$ cat src/rtl/scc_isa_pkg.sv
// scc_isa_pkg: shared SCC ISA opcodes, condition codes, flag indices and decode state type
package scc_isa_pkg;
  localparam logic [6:0] OP_ADD   = 7'h00;
  localparam logic [6:0] OP_SUB   = 7'h01;
  localparam logic [6:0] OP_AND   = 7'h02;
  localparam logic [6:0] OP_OR    = 7'h03;
  localparam logic [6:0] OP_XOR   = 7'h04;
  localparam logic [6:0] OP_ADDI  = 7'h05;
  localparam logic [6:0] OP_SHL   = 7'h06;
  localparam logic [6:0] OP_SHR   = 7'h07;
  localparam logic [6:0] OP_LD    = 7'h20;
  localparam logic [6:0] OP_ST    = 7'h21;
  localparam logic [6:0] OP_B     = 7'b1100000;
  localparam logic [6:0] OP_BCOND = 7'b1100001;
  localparam logic [6:0] OP_BR    = 7'b1100010;
  localparam logic [3:0] COND_EQ = 4'd0;
  localparam logic [3:0] COND_NE = 4'd1;
  localparam logic [3:0] COND_CS = 4'd2;
  localparam logic [3:0] COND_CC = 4'd3;
  localparam logic [3:0] COND_MI = 4'd4;
  localparam logic [3:0] COND_PL = 4'd5;
  localparam logic [3:0] COND_VS = 4'd6;
  localparam logic [3:0] COND_VC = 4'd7;
  localparam logic [3:0] COND_HI = 4'd8;
  localparam logic [3:0] COND_LS = 4'd9;
  localparam logic [3:0] COND_GE = 4'd10;
  localparam logic [3:0] COND_LT = 4'd11;
  localparam logic [3:0] COND_GT = 4'd12;
  localparam logic [3:0] COND_LE = 4'd13;
  localparam logic [3:0] COND_AL = 4'd14;
  localparam logic [3:0] COND_NV = 4'd15;
  localparam int FLAG_N = 3;
  localparam int FLAG_Z = 2;
  localparam int FLAG_C = 1;
  localparam int FLAG_V = 0;
  typedef enum logic [1:0] {ST_RUN, ST_HOLD, ST_SQUASH} id_state_e;
  function automatic logic is_legal_op(input logic [6:0] op);
    return op inside {OP_ADD, OP_SUB, OP_AND, OP_OR, OP_XOR, OP_ADDI, OP_SHL, OP_SHR,
                      OP_LD, OP_ST, OP_B, OP_BCOND, OP_BR};
  endfunction
endpackage

$ cat src/rtl/instr_decode_if.sv
// instr_decode_if: fetch/flags inputs and decoded-field outputs of the ID stage
// ID_ILLEGAL_TRAP_EN adds illegal_op
interface instr_decode_if;
  logic [31:0] instruction_in;
  logic [31:0] pc_in;
  logic        valid_in;
  logic        stall_in;
  logic [3:0]  flags_in;
  logic [6:0]  opcode_out;
  logic [2:0]  rd_out;
  logic [2:0]  rs1_out;
  logic [2:0]  rs2_out;
  logic [31:0] imm_out;
  logic        valid_out;
  logic        ready_out;
  logic        cond_br_taken;
  logic [31:0] cond_br_target;
`ifdef ID_ILLEGAL_TRAP_EN
  logic        illegal_op;
`endif
  modport master (
    output instruction_in, pc_in, valid_in, stall_in, flags_in,
    input  opcode_out, rd_out, rs1_out, rs2_out, imm_out, valid_out, ready_out,
           cond_br_taken, cond_br_target
`ifdef ID_ILLEGAL_TRAP_EN
    , input illegal_op
`endif
  );
  modport slave (
    input  instruction_in, pc_in, valid_in, stall_in, flags_in,
    output opcode_out, rd_out, rs1_out, rs2_out, imm_out, valid_out, ready_out,
           cond_br_taken, cond_br_target
`ifdef ID_ILLEGAL_TRAP_EN
    , output illegal_op
`endif
  );
endinterface

$ cat src/rtl/instr_decode_cond_eval.sv
// cond_eval: combinational {N,Z,C,V} condition-code evaluator, shared with execute predication
module cond_eval
  import scc_isa_pkg::*;
(
  input  logic [3:0] flags,
  input  logic [3:0] cond,
  output logic       take
);
  logic n, z, c, v;
  assign n = flags[FLAG_N];
  assign z = flags[FLAG_Z];
  assign c = flags[FLAG_C];
  assign v = flags[FLAG_V];
  always_comb begin
    take = 1'b0;
    case (cond)
      COND_EQ: take = z;
      COND_NE: take = ~z;
      COND_CS: take = c;
      COND_CC: take = ~c;
      COND_MI: take = n;
      COND_PL: take = ~n;
      COND_VS: take = v;
      COND_VC: take = ~v;
      COND_HI: take = c & ~z;
      COND_LS: take = ~c | z;
      COND_GE: take = n ~^ v;
      COND_LT: take = n ^ v;
      COND_GT: take = ~z & (n ~^ v);
      COND_LE: take = z | (n ^ v);
      COND_AL: take = 1'b1;
      COND_NV: take = 1'b0;
      default: take = 1'b0;
    endcase
  end
endmodule

$ cat src/rtl/instr_decode.sv
// instr_decode: ID stage splitting fetch words into registered fields and resolving conditional branches
// ID_ILLEGAL_TRAP_EN traps captured opcodes outside the legal ISA list
module instr_decode
  import scc_isa_pkg::*;
#(
  parameter int SQUASH_DEPTH = 2,
  parameter int IMM_W        = 16
) (
  input logic         clk,
  input logic         reset,
  instr_decode_if.slave bus
);
  localparam int CW = $clog2(SQUASH_DEPTH + 1);
  id_state_e     state_q, state_d;
  logic [CW-1:0] cnt_q, cnt_d;
  logic [6:0]    opcode_q, opcode_d;
  logic [2:0]    rd_q, rd_d, rs1_q, rs1_d, rs2_q, rs2_d;
  logic [31:0]   imm_q, imm_d, tgt_q, tgt_d, imm_ext;
  logic          valid_q, valid_d, br_q, br_d, take, legal, br_take;
  cond_eval u_cond (.flags(bus.flags_in), .cond(bus.instruction_in[24:21]), .take(take));
  assign imm_ext = {{(32-IMM_W){bus.instruction_in[IMM_W-1]}}, bus.instruction_in[IMM_W-1:0]};
  assign br_take = ~bus.stall_in & (state_q != ST_SQUASH) & bus.valid_in &
                   (bus.instruction_in[31:25] == OP_BCOND) & take;
`ifdef ID_ILLEGAL_TRAP_EN
  logic ill_q, ill_d;
  assign legal = is_legal_op(bus.instruction_in[31:25]);
  assign bus.illegal_op = ill_q;
`else
  assign legal = 1'b1;
`endif
  always_comb begin
    state_d = state_q;
    cnt_d = cnt_q;
    {opcode_d, rd_d, rs1_d, rs2_d, imm_d} = {opcode_q, rd_q, rs1_q, rs2_q, imm_q};
    valid_d = valid_q;
    br_d = 1'b0;
    tgt_d = br_take ? (bus.pc_in + imm_ext) & ~32'h3 : tgt_q;
`ifdef ID_ILLEGAL_TRAP_EN
    ill_d = 1'b0;
`endif
    if (!bus.stall_in)
      {opcode_d, rd_d, rs1_d, rs2_d, imm_d} = {bus.instruction_in[31:16], imm_ext};
    if (bus.stall_in) begin
      state_d = state_q == ST_SQUASH ? ST_SQUASH : ST_HOLD;
    end else if (state_q == ST_SQUASH) begin
      valid_d = 1'b0;
      cnt_d = bus.valid_in ? cnt_q - 1'b1 : cnt_q;
      state_d = cnt_d == '0 ? ST_RUN : ST_SQUASH;
    end else begin
      valid_d = bus.valid_in & legal;
      br_d = br_take;
      cnt_d = br_take ? CW'(SQUASH_DEPTH) : '0;
      state_d = br_take ? ST_SQUASH : ST_RUN;
`ifdef ID_ILLEGAL_TRAP_EN
      ill_d = bus.valid_in & ~legal;
`endif
    end
  end
  always_ff @(posedge clk or posedge reset) begin
    if (reset) begin
      state_q <= ST_RUN;
      cnt_q <= '0;
      {opcode_q, rd_q, rs1_q, rs2_q, imm_q, tgt_q} <= '0;
      valid_q <= 1'b0;
      br_q <= 1'b0;
`ifdef ID_ILLEGAL_TRAP_EN
      ill_q <= 1'b0;
`endif
    end else begin
      state_q <= state_d;
      cnt_q <= cnt_d;
      {opcode_q, rd_q, rs1_q, rs2_q, imm_q, tgt_q} <= {opcode_d, rd_d, rs1_d, rs2_d, imm_d, tgt_d};
      valid_q <= valid_d;
      br_q <= br_d;
`ifdef ID_ILLEGAL_TRAP_EN
      ill_q <= ill_d;
`endif
    end
  end
  assign bus.opcode_out = opcode_q;
  assign bus.rd_out = rd_q;
  assign bus.rs1_out = rs1_q;
  assign bus.rs2_out = rs2_q;
  assign bus.imm_out = imm_q;
  assign bus.valid_out = valid_q;
  assign bus.cond_br_taken = br_q;
  assign bus.cond_br_target = tgt_q;
  assign bus.ready_out = ~bus.stall_in;
endmodule

$ cat src/flat_wrapper.sv
// flat-port wrapper written by rule: the top's interface ports become plain ports
module instr_decode_flat import scc_isa_pkg::*;
#(
  parameter int SQUASH_DEPTH = 2,
  parameter int IMM_W        = 16
)
  (clk, reset, bus_instruction_in, bus_pc_in, bus_valid_in, bus_stall_in, bus_flags_in, bus_opcode_out, bus_rd_out, bus_rs1_out, bus_rs2_out, bus_imm_out, bus_valid_out, bus_ready_out, bus_cond_br_taken, bus_cond_br_target);
  instr_decode_if bus_i ();
  input logic clk;
  input logic reset;
  input wire logic [$bits(bus_i.instruction_in)-1:0] bus_instruction_in;
  input wire logic [$bits(bus_i.pc_in)-1:0] bus_pc_in;
  input wire logic [$bits(bus_i.valid_in)-1:0] bus_valid_in;
  input wire logic [$bits(bus_i.stall_in)-1:0] bus_stall_in;
  input wire logic [$bits(bus_i.flags_in)-1:0] bus_flags_in;
  output wire logic [$bits(bus_i.opcode_out)-1:0] bus_opcode_out;
  output wire logic [$bits(bus_i.rd_out)-1:0] bus_rd_out;
  output wire logic [$bits(bus_i.rs1_out)-1:0] bus_rs1_out;
  output wire logic [$bits(bus_i.rs2_out)-1:0] bus_rs2_out;
  output wire logic [$bits(bus_i.imm_out)-1:0] bus_imm_out;
  output wire logic [$bits(bus_i.valid_out)-1:0] bus_valid_out;
  output wire logic [$bits(bus_i.ready_out)-1:0] bus_ready_out;
  output wire logic [$bits(bus_i.cond_br_taken)-1:0] bus_cond_br_taken;
  output wire logic [$bits(bus_i.cond_br_target)-1:0] bus_cond_br_target;
  assign bus_i.instruction_in = bus_instruction_in;
  assign bus_i.pc_in = bus_pc_in;
  assign bus_i.valid_in = bus_valid_in;
  assign bus_i.stall_in = bus_stall_in;
  assign bus_i.flags_in = bus_flags_in;
  assign bus_opcode_out = bus_i.opcode_out;
  assign bus_rd_out = bus_i.rd_out;
  assign bus_rs1_out = bus_i.rs1_out;
  assign bus_rs2_out = bus_i.rs2_out;
  assign bus_imm_out = bus_i.imm_out;
  assign bus_valid_out = bus_i.valid_out;
  assign bus_ready_out = bus_i.ready_out;
  assign bus_cond_br_taken = bus_i.cond_br_taken;
  assign bus_cond_br_target = bus_i.cond_br_target;
  instr_decode #(.SQUASH_DEPTH(SQUASH_DEPTH), .IMM_W(IMM_W)) u_core (.clk(clk), .reset(reset), .bus(bus_i));
endmodule
$ cat config.mk
export PLATFORM = sky130hd
export DESIGN_NAME = instr_decode_flat
export DESIGN_NICKNAME = d
export VERILOG_FILES = /design/src/rtl/scc_isa_pkg.sv /design/src/rtl/instr_decode_if.sv /design/src/rtl/instr_decode_cond_eval.sv /design/src/rtl/instr_decode.sv /design/src/flat_wrapper.sv
export SDC_FILE = /design/constraint.sdc
export NUM_CORES = 1
export LEC_CHECK = 0
export CELL_PAD_IN_SITES_DETAIL_PLACEMENT = 1
export CELL_PAD_IN_SITES_GLOBAL_PLACEMENT = 2
export CORE_ASPECT_RATIO = 1.2
export CORE_MARGIN = 2
export CORE_UTILIZATION = 30
export CTS_CLUSTER_SIZE = 28
export DETAILED_ROUTE_END_ITERATION = 16
export PLACE_DENSITY = 0.94
export SETUP_SLACK_MARGIN = 0.05
export SLEW_MARGIN = 25
export SYNTH_ARGS = -nofsm -noshare
export SYNTH_HDL_FRONTEND = slang
export SYNTH_HIERARCHICAL = 1
export SYNTH_SLANG_ARGS = --single-unit
$ cat constraint.sdc
create_clock -name clk -period 4.7 [get_ports clk]
set_input_delay 0.94 -clock clk [delete_from_list [all_inputs] [get_ports clk]]
set_output_delay 0.94 -clock clk [all_outputs]
set_load 0.02 [all_outputs]
==> results of run 1 <==
final timing paths:
kind	startpoint	endpoint	slack, ps
setup reg to reg	u_core/state_q[1]$_DFF_PP0_	u_core/bus.cond_br_target[30]$_DFFE_PP0P_	2660
max in group asynchronous	reset	u_core/cnt_q[1]$_DFFE_PP0N_	2660
min in group asynchronous	reset	u_core/bus.imm_out[9]$_DFFE_PP0N_	1120
setup / recovery	bus_instruction_in[21]	u_core/bus.cond_br_target[30]$_DFFE_PP0P_	950
hold / removal	u_core/bus.cond_br_target[9]$_DFFE_PP0P_	u_core/bus.cond_br_target[9]$_DFFE_PP0P_	480
hold reg to reg	u_core/bus.cond_br_target[9]$_DFFE_PP0P_	u_core/bus.cond_br_target[9]$_DFFE_PP0P_	480
cell type report:
class	count	area, µm²
inverter	14	52.55
tap	208	260.3
multi-input combinational	376	2703
timing repair buffer	157	1554
fill	1753	9052
sequential	68	1702
clock buffer	11	242.7
clock inverter	4	73.82
tightest hold or removal path, delay by kind of cell, from the launching register on:
| family | cells | cell delay, ps |
|---|---|---|
| flops | 1 | 340 |
| compound gates | 1 | 60 |
| simple gates | 1 | 50 |
power by group:
group	leakage, nW	internal (W)	switching (W)
Sequential	0.871	0.000624	0.0000247
Clock	0.156	0.000476	0.000246
Combinational	1.73	0.000264	0.000301
Total	2.76	0.00136	0.000571
logic make-up after synthesis:
family          Yosys count
buf+inv                  58
xor+xnor                 21
other cells               1
flops                    68
compound gates          144
fa+ha+maj                30
simple gates            147
mux                      32
registers in the layout, indices dropped and copies added (netlist names), 2 cells and up:
register	count
u_core/bus.cond_br_target	30
u_core/bus.imm_out	16
u_core/bus.opcode_out	7
u_core/bus.rd_out	3
u_core/bus.rs1_out	3
u_core/bus.rs2_out	3
u_core/cnt_q	2
u_core/state_q	2
Yosys cell counts (all sizes together), types with 2 or more instances:
library cell	instances
a2111oi	3
a211o	2
a211oi	2
a21o	16
a21oi	43
a221oi	2
a311oi	3
a31oi	6
and2	4
and3	7
and3b	2
and4	4
buf	28
clkbuf	14
dfrtp	68
ha	30
inv	14
mux2	32
nand2	46
nand2b	4
nand3	18
nand3b	3
nand4	11
nand4b	2
nor2	16
nor3	9
nor3b	4
nor4	2
nor4b	4
o2111ai	4
o211ai	4
o21a	5
o21ai	38
o311ai	2
o31ai	5
or3	2
or4	4
xnor2	11
xor2	10
layer usage:
layer	global-route usage (%)	vias up
li1	-	2085
met1	22.30	2142
met2	32.52	116
met3	3.365	16
met4	4.954	0
met5	0	-
stage by stage:
| step | worst slack (ps) | instances |
|---|---|---|
| floorplan | 1717 | 502 |
| global placement | 846.4 | 823 |
| detailed placement | 747.7 | 823 |
| CTS | 1068 | 838 |
| global route | 789.6 | 838 |
| finish | 950.6 | 838 |
==> results.md, run 1 <==
- Status: finished clean
- Worst Clk Skew: 6.512 ps
- Highest clock rate: 266.7 MHz
- Startpoint types: primary input
- GPL Wtd Cong: roughly 0.86
- Flops & latches, synth: 68
- Synth Area in Simple Gates: between 10% and 20%
- Min Clock Period, post-route: 3749 ps
- DRT antenna net count: 0
- Fraction of registers with async set/reset: between 90% and 100%
- NumNets Final: 728
- Initial Util: 30.62%
- Final setup violation count: 0
- First-pass GRT wire length: 24920 µm
- Die Wd: roughly 120 µm
- Worst Tran Pin Value: a little under 900 ps
- Max-slew headroom: a little over two fifths
- Vias per cell: 5.202
- Final instance area: between 0.006 and 0.007 mm²
- Hold depth: 2
- Sequential share of the synthesized area: 35.54%
- Most common cell after layout, fill and taps aside: clkdlybuf4s50_1
- DR pass1 iterations: 4
- Metal2 WL: 7830 µm
- Core box area: between 0.015 and 0.02 mm²
- Vias in the first global route: 4638
- Met3 WL: about 730 µm
- Metal-1 WL: ~6600 µm
- Antenna violations before repair: 0
- RSZ-0062 raised after global routing: no
- Cell Area, Synth: approximately 0.0048 mm²
- Die Ht: 142.4 µm
- Gr ovfl total: 0
- Num rows: 50
- Power Dens Cells: between 200 and 300 mW/mm²
- Worst path slowest cell: clkdlybuf4s50_1
- Sink Count: just under 70
- Synth unique cells: 73
- Placed cell area: between 0.006 and 0.007 mm²
- Worst EP arrival: between 3000 and 4000 ps
- YS warnings: 6
- CTS Buffer Depth: 2
- Hold Path Class: reg -> reg
- Post-layout util: roughly 42%
- Final Routed Wirelength: ~15000 µm
- Total stage count of the critical path: 12
- Peak VDD IR: 0.2195 mV
- Most used cell, CP: a31oi_1
- First DRT Iteration DRCs: approximately 250
- Dominant cell type by area after synthesis: dfrtp_1
- Crit path max fanout: 17
- Area grow syn2layout: 37.58%
- Antenna Cells: 0
- Routed vias: about 4400
- MaxCap Viol Count: 0
- Worst r2r path cells: 8
- Required @ worst endpoint: 4910 ps
- Slowest stage delay, CP: 630 ps
- Crit-path cells: clkdlybuf4s50_1 -> and3b_1 -> a2111oi_2 -> a311oi_1 -> a31oi_1 -> nand4b_1 -> nor2_1 -> nand2_2 -> inv_1 -> o21ai_0 -> a31oi_1 -> a31oi_1
- Setup bufs post-CTS: 0
- CP Capture Type: register
- H-Tree Depth: 3
- Most frequent cells in the layout: clkdlybuf4s50_1 (151), dfrtp_1 (68), nand2_1 (44)
- CTS tree: done
- Pin count of the biggest net entering global routing: 48
- Compound-Gate Fraction of Synth Area: just over 20%
- Port Buf Inserts: between 150 and 200
- Hold_buf cts: 0
- Final hold slack: roughly 480 ps
- Crit Path Category: in -> reg
- Cells after synthesis: ~500
- Top_reg_cell synth: dfrtp_1
- Main combinational cell family by area after synthesis: compound AO/OA/AOI/OAI gates
- Die ar.: 0.01699 mm²
- Post-synthesis mux area share: roughly 7.5%
- Crit path buffers/inverters: 2
- Final hold violations: 0
- Max Slew Vio Count: 0
- Post-synthesis adder-cell area fraction: 7.839%
- Fin crit share: between 70% and 80%
- DRC: 0
- Post-synth top area share: around 36%
- Top post-synthesis cells by area: dfrtp_1 (36%), ha_1 (7.8%), mux2_2 (7.5%)
- Lkg Pwr: around 2.8 nW
- Dpl hpwl: approximately 12000 µm
- Max layer used: met4
- WL per Instance: approximately 18 µm
- Setup_tns: 0 ps
- Root Buffer: clkbuf_16
- Post-synthesis xor/xnor area fraction: approximately 3.8%
- Layout cell share with drive strength beyond 1: about an eighth
- I/O pins: around 160
- Clock latency on the worst-skew pair: approximately 330 ps
- Avg Cell Area, Syn: around 9.6 µm²
- Clock Pin Slew Worst Setup and Hold Paths: 60 ps
- CP top delay family: compound AO/OA/AOI/OAI gates
- Num CTS Buffers: 9
- Aggregate global-route resource usage: 18.14%
- Post-CTS Resized: 0
- Final Power: around 0.0019 W
- Post-synth EDFFs: 0
No activity file was read; power rests on OpenSTA's default activity.
==> inputs of run 2 (changes only) <==
CORE_UTILIZATION = 28   (was 30)
PLACE_DENSITY = 0.89   (was 0.94)
clock period = 3.8 ns   (was 4.7 ns; I/O delays follow)
==> results.md, run 2 (synthesis gave the netlist of run 1 again) <==
- # fillers: 1921 (+9.6%)
- Power Dens Cells: 353.9 mW/mm² (+20%)
- Fin crit share: about nine tenths
- Sw Share: 31.02% (+1.5 points)
- Antenna violations before repair: 0 (unchanged)
- Setup_tns: 0 ps (unchanged)
- Final Routed Wirelength: 15190 µm (-1.2%)
- Num rows: 52 (+4.0%)
- Hold Path Class: reg -> reg
- Layout cell share with drive strength beyond 1: 14.24% (+2.3 points)
- Crit path max fanout: 8 (-9)
- Highest clock rate: approximately 300 MHz
- Status: finished clean
- I/O pins: 155 (unchanged)
- DRT antenna net count: 0 (unchanged)
- DR pass1 iterations: 4 (unchanged)
- Max Slew Vio Count: 0 (unchanged)
- Aggregate global-route resource usage: 17.04% (-1.1 points)
- First-pass GRT wire length: 24340 µm (-2.3%)
- Required @ worst endpoint: 4020 ps (-890 ps)
- Clock Power Share: 36.0% (-1.3 points)
- Post-layout util: 39.97% (-2.2 points)
- Gr ovfl total: 0 (unchanged)
- Worst path slowest cell: clkdlybuf4s50_1
- Die Ht: 147.3 µm (+3.4%)
- Crit path buffers/inverters: 1 (-1)
- Pin count of the biggest net entering global routing: 50 (+4.2%)
- Root Buffer: clkbuf_16
- Min Clock Period, post-route: around 3400 ps
- CTS tree: done
- Final hold violations: 0 (unchanged)
- Post-Layout Cell Count: 862 (+2.9%)
- GPL Wtd Cong: 0.8225 (-4.1%)
- First DRT Iteration DRCs: 171 (-30%)
- Final hold slack: 478.0 ps (-1.191 ps)
- Final setup violation count: 0 (unchanged)
- RSZ-0062 raised after global routing: no
- Initial Util: 28.53% (-2.1 points)
- Clock Pin Slew Worst Setup and Hold Paths: 60 ps (about the same)
- Lkg Pwr: 2.828 nW (+2.5%)
- Dpl cells: 846 (+2.8%)
- Pint: 0.001638 W (+20%)
- GR Layer Usage met2: 29.34% (-3.2 points)
- Crit Path Category: in -> reg
- Most common cell after layout, fill and taps aside: clkdlybuf4s50_1
- Sink Count: 68 (unchanged)
- GR met3 Demand/Resource: 2.601% (-0.76 points)
- Net Sw Power: 0.0007366 W (+29%)
- Hold_buf cts: 0 (unchanged)
- Peak VDD IR: 0.2380 mV (+8.4%)
- NumNets Final: 743 (+2.1%)
- Slowest stage delay, CP: 640 ps (about the same)
- Vias per cell: 5.058 (-2.8%)
- Most frequent cells in the layout: clkdlybuf4s50_1 (151), dfrtp_1 (68), nand2_1 (44)
- Vias in the first global route: 4695 (+1.2%)
- Met1 usage: 21.37% (-0.94 points)
- Setup bufs post-CTS: 0 (unchanged)
- Die ar.: 0.01817 mm² (+6.9%)
- GRT busiest layer: met2
- Core box area: 0.01679 mm² (+7.3%)
- DRC: 0 (unchanged)
- WL per Instance: 17.62 µm (-4.0%)
- Port Buf Inserts: 152 (unchanged)
- Worst Clk Skew: 6.567 ps (+0.05459 ps)
- H-Tree Depth: 3 (unchanged)
- CP top delay family: compound AO/OA/AOI/OAI gates
- Area of the multi-input gates: 0.002703 mm² (unchanged)
- Antenna Cells: 0 (unchanged)
- MaxCap Viol Count: 0 (unchanged)
- Worst EP arrival: 3570 ps (-390 ps)
- Die Wd: 123.4 µm (+3.4%)
- Routed vias: 4360 (+0.023%)
- Startpoint types: primary input
- Crit-path cells: clkdlybuf4s50_1 -> ha_1 -> a21oi_1 -> o21a_1 -> nor3_1 -> a211o_1 -> nor4_1 -> o21ai_0 -> a221o_1
- Area grow syn2layout: 40.11%
- Sequential share of power: 33.7% (+0.2 points)
- Clock latency on the worst-skew pair: 330 ps (about the same)
- Comb power frac: 30.3% (+1.1 points)
- CTS Buffer Depth: 2 (unchanged)
- R2R Setup Slk: 1900 ps (-760 ps)
- Post-CTS Resized: 0 (unchanged)
- Dpl hpwl: 11990 µm (+0.62%)
- CP Capture Type: register
- Max reg flops: 30 (unchanged)
- Num CTS Buffers: 9 (unchanged)
- Sequential standard cell area: 0.001702 mm² (unchanged)
[run 2: cell count changes in the layout (fill, tap and decap cells not counted)]
| cell | change |
|---|---|
| buf_4 | +14 |
| clkinvlp_4 | +2 |
| buf_12 | +1 |
| bufinv_16 | -1 |
| clkbuf_1 | -1 |
| clkinv_2 | +1 |
[run 2: power groups by stage]
stage	clock (W)	sequential [W]	combinational [W]
2_1_floorplan	0	0.000869	0.000372
3_3_place_gp	0	0.000811	0.000706
3_5_place_dp	0	0.000815	0.000720
4_1_cts	0.000883	0.000802	0.000724
5_1_grt	0.000915	0.000807	0.000780
6_report	0.000855	0.000801	0.000719
[run 2: area by class of cell]
type	instances	area share, %
Multi-Input combinational cell	376	40.28
Sequential cell	68	25.36
Timing Repair Buffer	172	25.03
Tap cell	216	4.028
Clock buffer	10	3.562
Clock inverter	6	0.9511
Inverter	14	0.7833
[run 2: routing by layer]
layer  routed length, µm  part of all wire [%]
met5                   0                     0
met3                 602                   4.0
met2                7659                    50
met4                 301                   2.0
met1                6627                    44
[run 2: per-stage QoR]
step / power, W / cell area [µm²] / setup WS (ps)
after global routing: 0.002502 / 6709 / 180.9
after global placement: 0.001517 / 6406 / 148.7
after detailed placement: 0.001534 / 6406 / 100.2
after CTS: 0.002408 / 6709 / 454.4
after floorplan: 0.001241 / 4792 / 996.6
final: 0.002374 / 6709 / 444.7
[run 2: path summary, 6_finish.rpt]
| check | start | end | depth (start not counted) |
|---|---|---|---|
| min in group asynchronous | reset | u_core/bus.imm_out[10]$_DFFE_PP0N_ | 2 |
| setup / recovery | bus_instruction_in[15] | u_core/bus.cond_br_target[29]$_DFFE_PP0P_ | 9 |
| hold / removal | u_core/bus.cond_br_target[18]$_DFFE_PP0P_ | u_core/bus.cond_br_target[18]$_DFFE_PP0P_ | 2 |
| setup reg to reg | u_core/state_q[1]$_DFF_PP0_ | u_core/bus.cond_br_target[16]$_DFFE_PP0P_ | 9 |
| hold reg to reg | u_core/bus.cond_br_target[18]$_DFFE_PP0P_ | u_core/bus.cond_br_target[18]$_DFFE_PP0P_ | 2 |
| max in group asynchronous | reset | u_core/bus.rd_out[2]$_DFFE_PP0N_ | 3 |
[run 2: tightest hold or removal path: cells and delay by family, from the launching register on]
family	cells	cell delay (ps)
AOI/OAI and AO/OA	1	60
DFF	1	340
and+or+nand+nor	1	50
==> inputs of run 3 (changes only) <==
clock period = 3.31 ns   (was 3.8 ns; I/O delays follow)
==> results.md, run 3 (synthesis gave the netlist of run 1 again) <==
- Peak VDD IR: 0.2111 mV (-11%)
- # fillers: 1918 (-0.16%)
- Antenna Cells: 0 (unchanged)
- CTS Buffer Depth: 2 (unchanged)
- Die Ht: 147.3 µm (unchanged)
- Sequential share of power: 32.4% (-1.3 points)
- Power Dens Cells: 401.4 mW/mm² (+13%)
- Setup bufs post-CTS: 0 (unchanged)
- Final instance area: 0.007079 mm² (+5.5%)
- H-Tree Depth: 3 (unchanged)
- Routed vias: 4551 (+4.4%)
- Highest clock rate: between 300 and 400 MHz
- First-pass GRT wire length: 25480 µm (+4.7%)
- Worst Tran Pin Value: between 800 and 900 ps
- Worst Clk Skew: 5.788 ps (-0.7790 ps)
- Layout cell share with drive strength beyond 1: 19.97% (+5.7 points)
- DRT antenna net count: 0 (unchanged)
- RSZ-0062 raised after global routing: no
- Post-Layout Cell Count: 907 (+5.2%)
- Worst path slowest cell: clkdlybuf4s50_1
- First DRT Iteration DRCs: 202 (+18%)
- CTS tree: done
- Vias per cell: 5.018 (-0.80%)
- Worst EP arrival: 3290 ps (-280 ps)
- Required @ worst endpoint: 3530 ps (-490 ps)
- Initial Util: 28.53% (unchanged)
- Root Buffer: clkbuf_16
- DRC: 0 (unchanged)
- Hold_buf cts: 0 (unchanged)
- PnR worst setup slack: 241.4 ps (-203.2 ps)
- Hold Path Class: reg -> reg
- Most common cell after layout, fill and taps aside: clkdlybuf4s50_1
- Gr ovfl total: 0 (unchanged)
- I/O pins: 155 (unchanged)
- Status: finished clean
- Dpl cells: 891 (+5.3%)
- Comb power frac: 31.6% (+1.3 points)
- MaxCap Viol Count: 0 (unchanged)
- WL per Instance: 17.56 µm (-0.36%)
- Area grow syn2layout: 47.84%
- Port Buf Inserts: 152 (unchanged)
- Net Sw Power: 0.0008554 W (+16%)
- Crit Path Category: in -> reg
- CP top delay family: compound AO/OA/AOI/OAI gates
- Min Clock Period, post-route: 3069 ps
- R2R Setup Slk: 1430 ps (-470 ps)
- Final setup violation count: 0 (unchanged)
- Max-slew headroom: a little over 40%
- Slowest stage delay, CP: 400 ps (-240 ps)
- Most frequent cells in the layout: clkdlybuf4s50_1 (150), dfrtp_1 (68), buf_4 (63)
- Pin count of the biggest net entering global routing: 69 (+38%)
- Num CTS Buffers: 9 (unchanged)
- Place WS: -182.9 ps (-283.1 ps)
- Clock Pin Slew Worst Setup and Hold Paths: 60 ps (about the same)
- Sw Share: 30.10% (-0.92 points)
- Dpl hpwl: 12830 µm (+7.0%)
- Die Wd: 123.4 µm (unchanged)
- NumNets Final: 788 (+6.1%)
- Final Routed Wirelength: 15930 µm (+4.8%)
- Aggregate global-route resource usage: 17.76% (+0.72 points)
- Post-CTS Resized: 0 (unchanged)
- Clock Power Share: 36.1% (about the same)
- Lkg Pwr: 3.059 nW (+8.2%)
- Max reg flops: 30 (unchanged)
- Fin crit share: between 90% and 100%
- Clock latency on the worst-skew pair: 340 ps (about the same)
- Crit-path cells: clkdlybuf4s50_1 -> buf_4 -> buf_4 -> ha_1 -> a21o_1 -> a31oi_1 -> o211ai_1 -> a21o_1 -> a31oi_1 -> xnor2_1 -> o21ai_0
- Final Power: 0.002842 W (+20%)
- Sink Count: 68 (unchanged)
- Final hold violations: 0 (unchanged)
- Num rows: 52 (unchanged)
- Startpoint types: primary input
- Antenna violations before repair: 0 (unchanged)
- Placed cell area: 0.006756 mm² (+5.5%)
- Pint: 0.001987 W (+21%)
- Max Slew Vio Count: 0 (unchanged)
- DR pass1 iterations: 4 (unchanged)
- Crit path max fanout: 6 (-2)
- GPL Wtd Cong: 0.8640 (+5.0%)
- Core box area: 0.01679 mm² (unchanged)
- Die ar.: 0.01817 mm² (unchanged)
- CP Capture Type: register
- Crit path buffers/inverters: 3 (+2)
- Vias in the first global route: 4966 (+5.8%)
run 3: changes by cell type in the layout (fill, tap and decap cells not counted), sizes merged:
cell and change:
dlymetal6s2s +1, buf +45, clkinv +1, clkbuf -1
clkdlybuf4s50 -1, inv -1, bufinv +1
run 3: layout make-up:
cell class                 count  area, µm²  share of cell area [%]
sequential                    68       1702                   24.04
tap                          216      270.3                   3.818
clock buffer                   9      225.2                   3.181
clock inverter                 7      91.34                   1.290
timing repair buffer         217       2032                   28.70
inverter                      14      56.30                  0.7953
multi-input combinational    376       2703                   38.18
run 3: final timing paths:
check | to | start | cells after the start
worst max-delay path | u_core/bus.cond_br_target[26]$_DFFE_PP0P_ | bus_instruction_in[15] | 11
worst min-delay path | u_core/bus.cond_br_target[7]$_DFFE_PP0P_ | u_core/bus.cond_br_target[7]$_DFFE_PP0P_ | 2
worst max register to register | u_core/bus.cond_br_target[24]$_DFFE_PP0P_ | u_core/state_q[0]$_DFF_PP0_ | 8
worst min register to register | u_core/bus.cond_br_target[7]$_DFFE_PP0P_ | u_core/bus.cond_br_target[7]$_DFFE_PP0P_ | 2
max in group asynchronous | u_core/bus.opcode_out[1]$_DFFE_PP0N_ | reset | 3
min in group asynchronous | u_core/bus.imm_out[8]$_DFFE_PP0N_ | reset | 3
run 3: through the flow:
| step | hold WS, ps | TNS, ps | util [%] |
|---|---|---|---|
| floorplan | 487.8 | 0 | - |
| global placement | 466.1 | -356.1 | 40.25 |
| detailed placement | 472.8 | -1381 | 40.25 |
| CTS | 485.2 | 0 | 42.14 |
| global route | 505.1 | 0 | 42.17 |
| finish | 478.6 | 0 | 42.17 |
run 3: power by group through the flow:
stage	Clock, W	Sequential [W]	Combinational (W)
finish	0.00102	0.000921	0.000897
global route	0.00109	0.000927	0.000970
CTS	0.00106	0.000921	0.000905
detailed placement	0	0.000936	0.000900
global placement	0	0.000931	0.000876
floorplan	0	0.000998	0.000427
run 3: routing by layer:
layer / vias up / part of all wire [%] / track usage [%]
met5: - / 0 / 0
met4: 0 / 1.5 / 5.170
met3: 14 / 4.3 / 2.989
met2: 98 / 51 / 31.37
met1: 2234 / 43 / 21.85
li1: 2205 / - / -
run 3: worst min-delay path, stage by stage, from the launching register on:
cell	delay, ps
dfrtp_1	340
nand2_1	50
o21ai_0	60
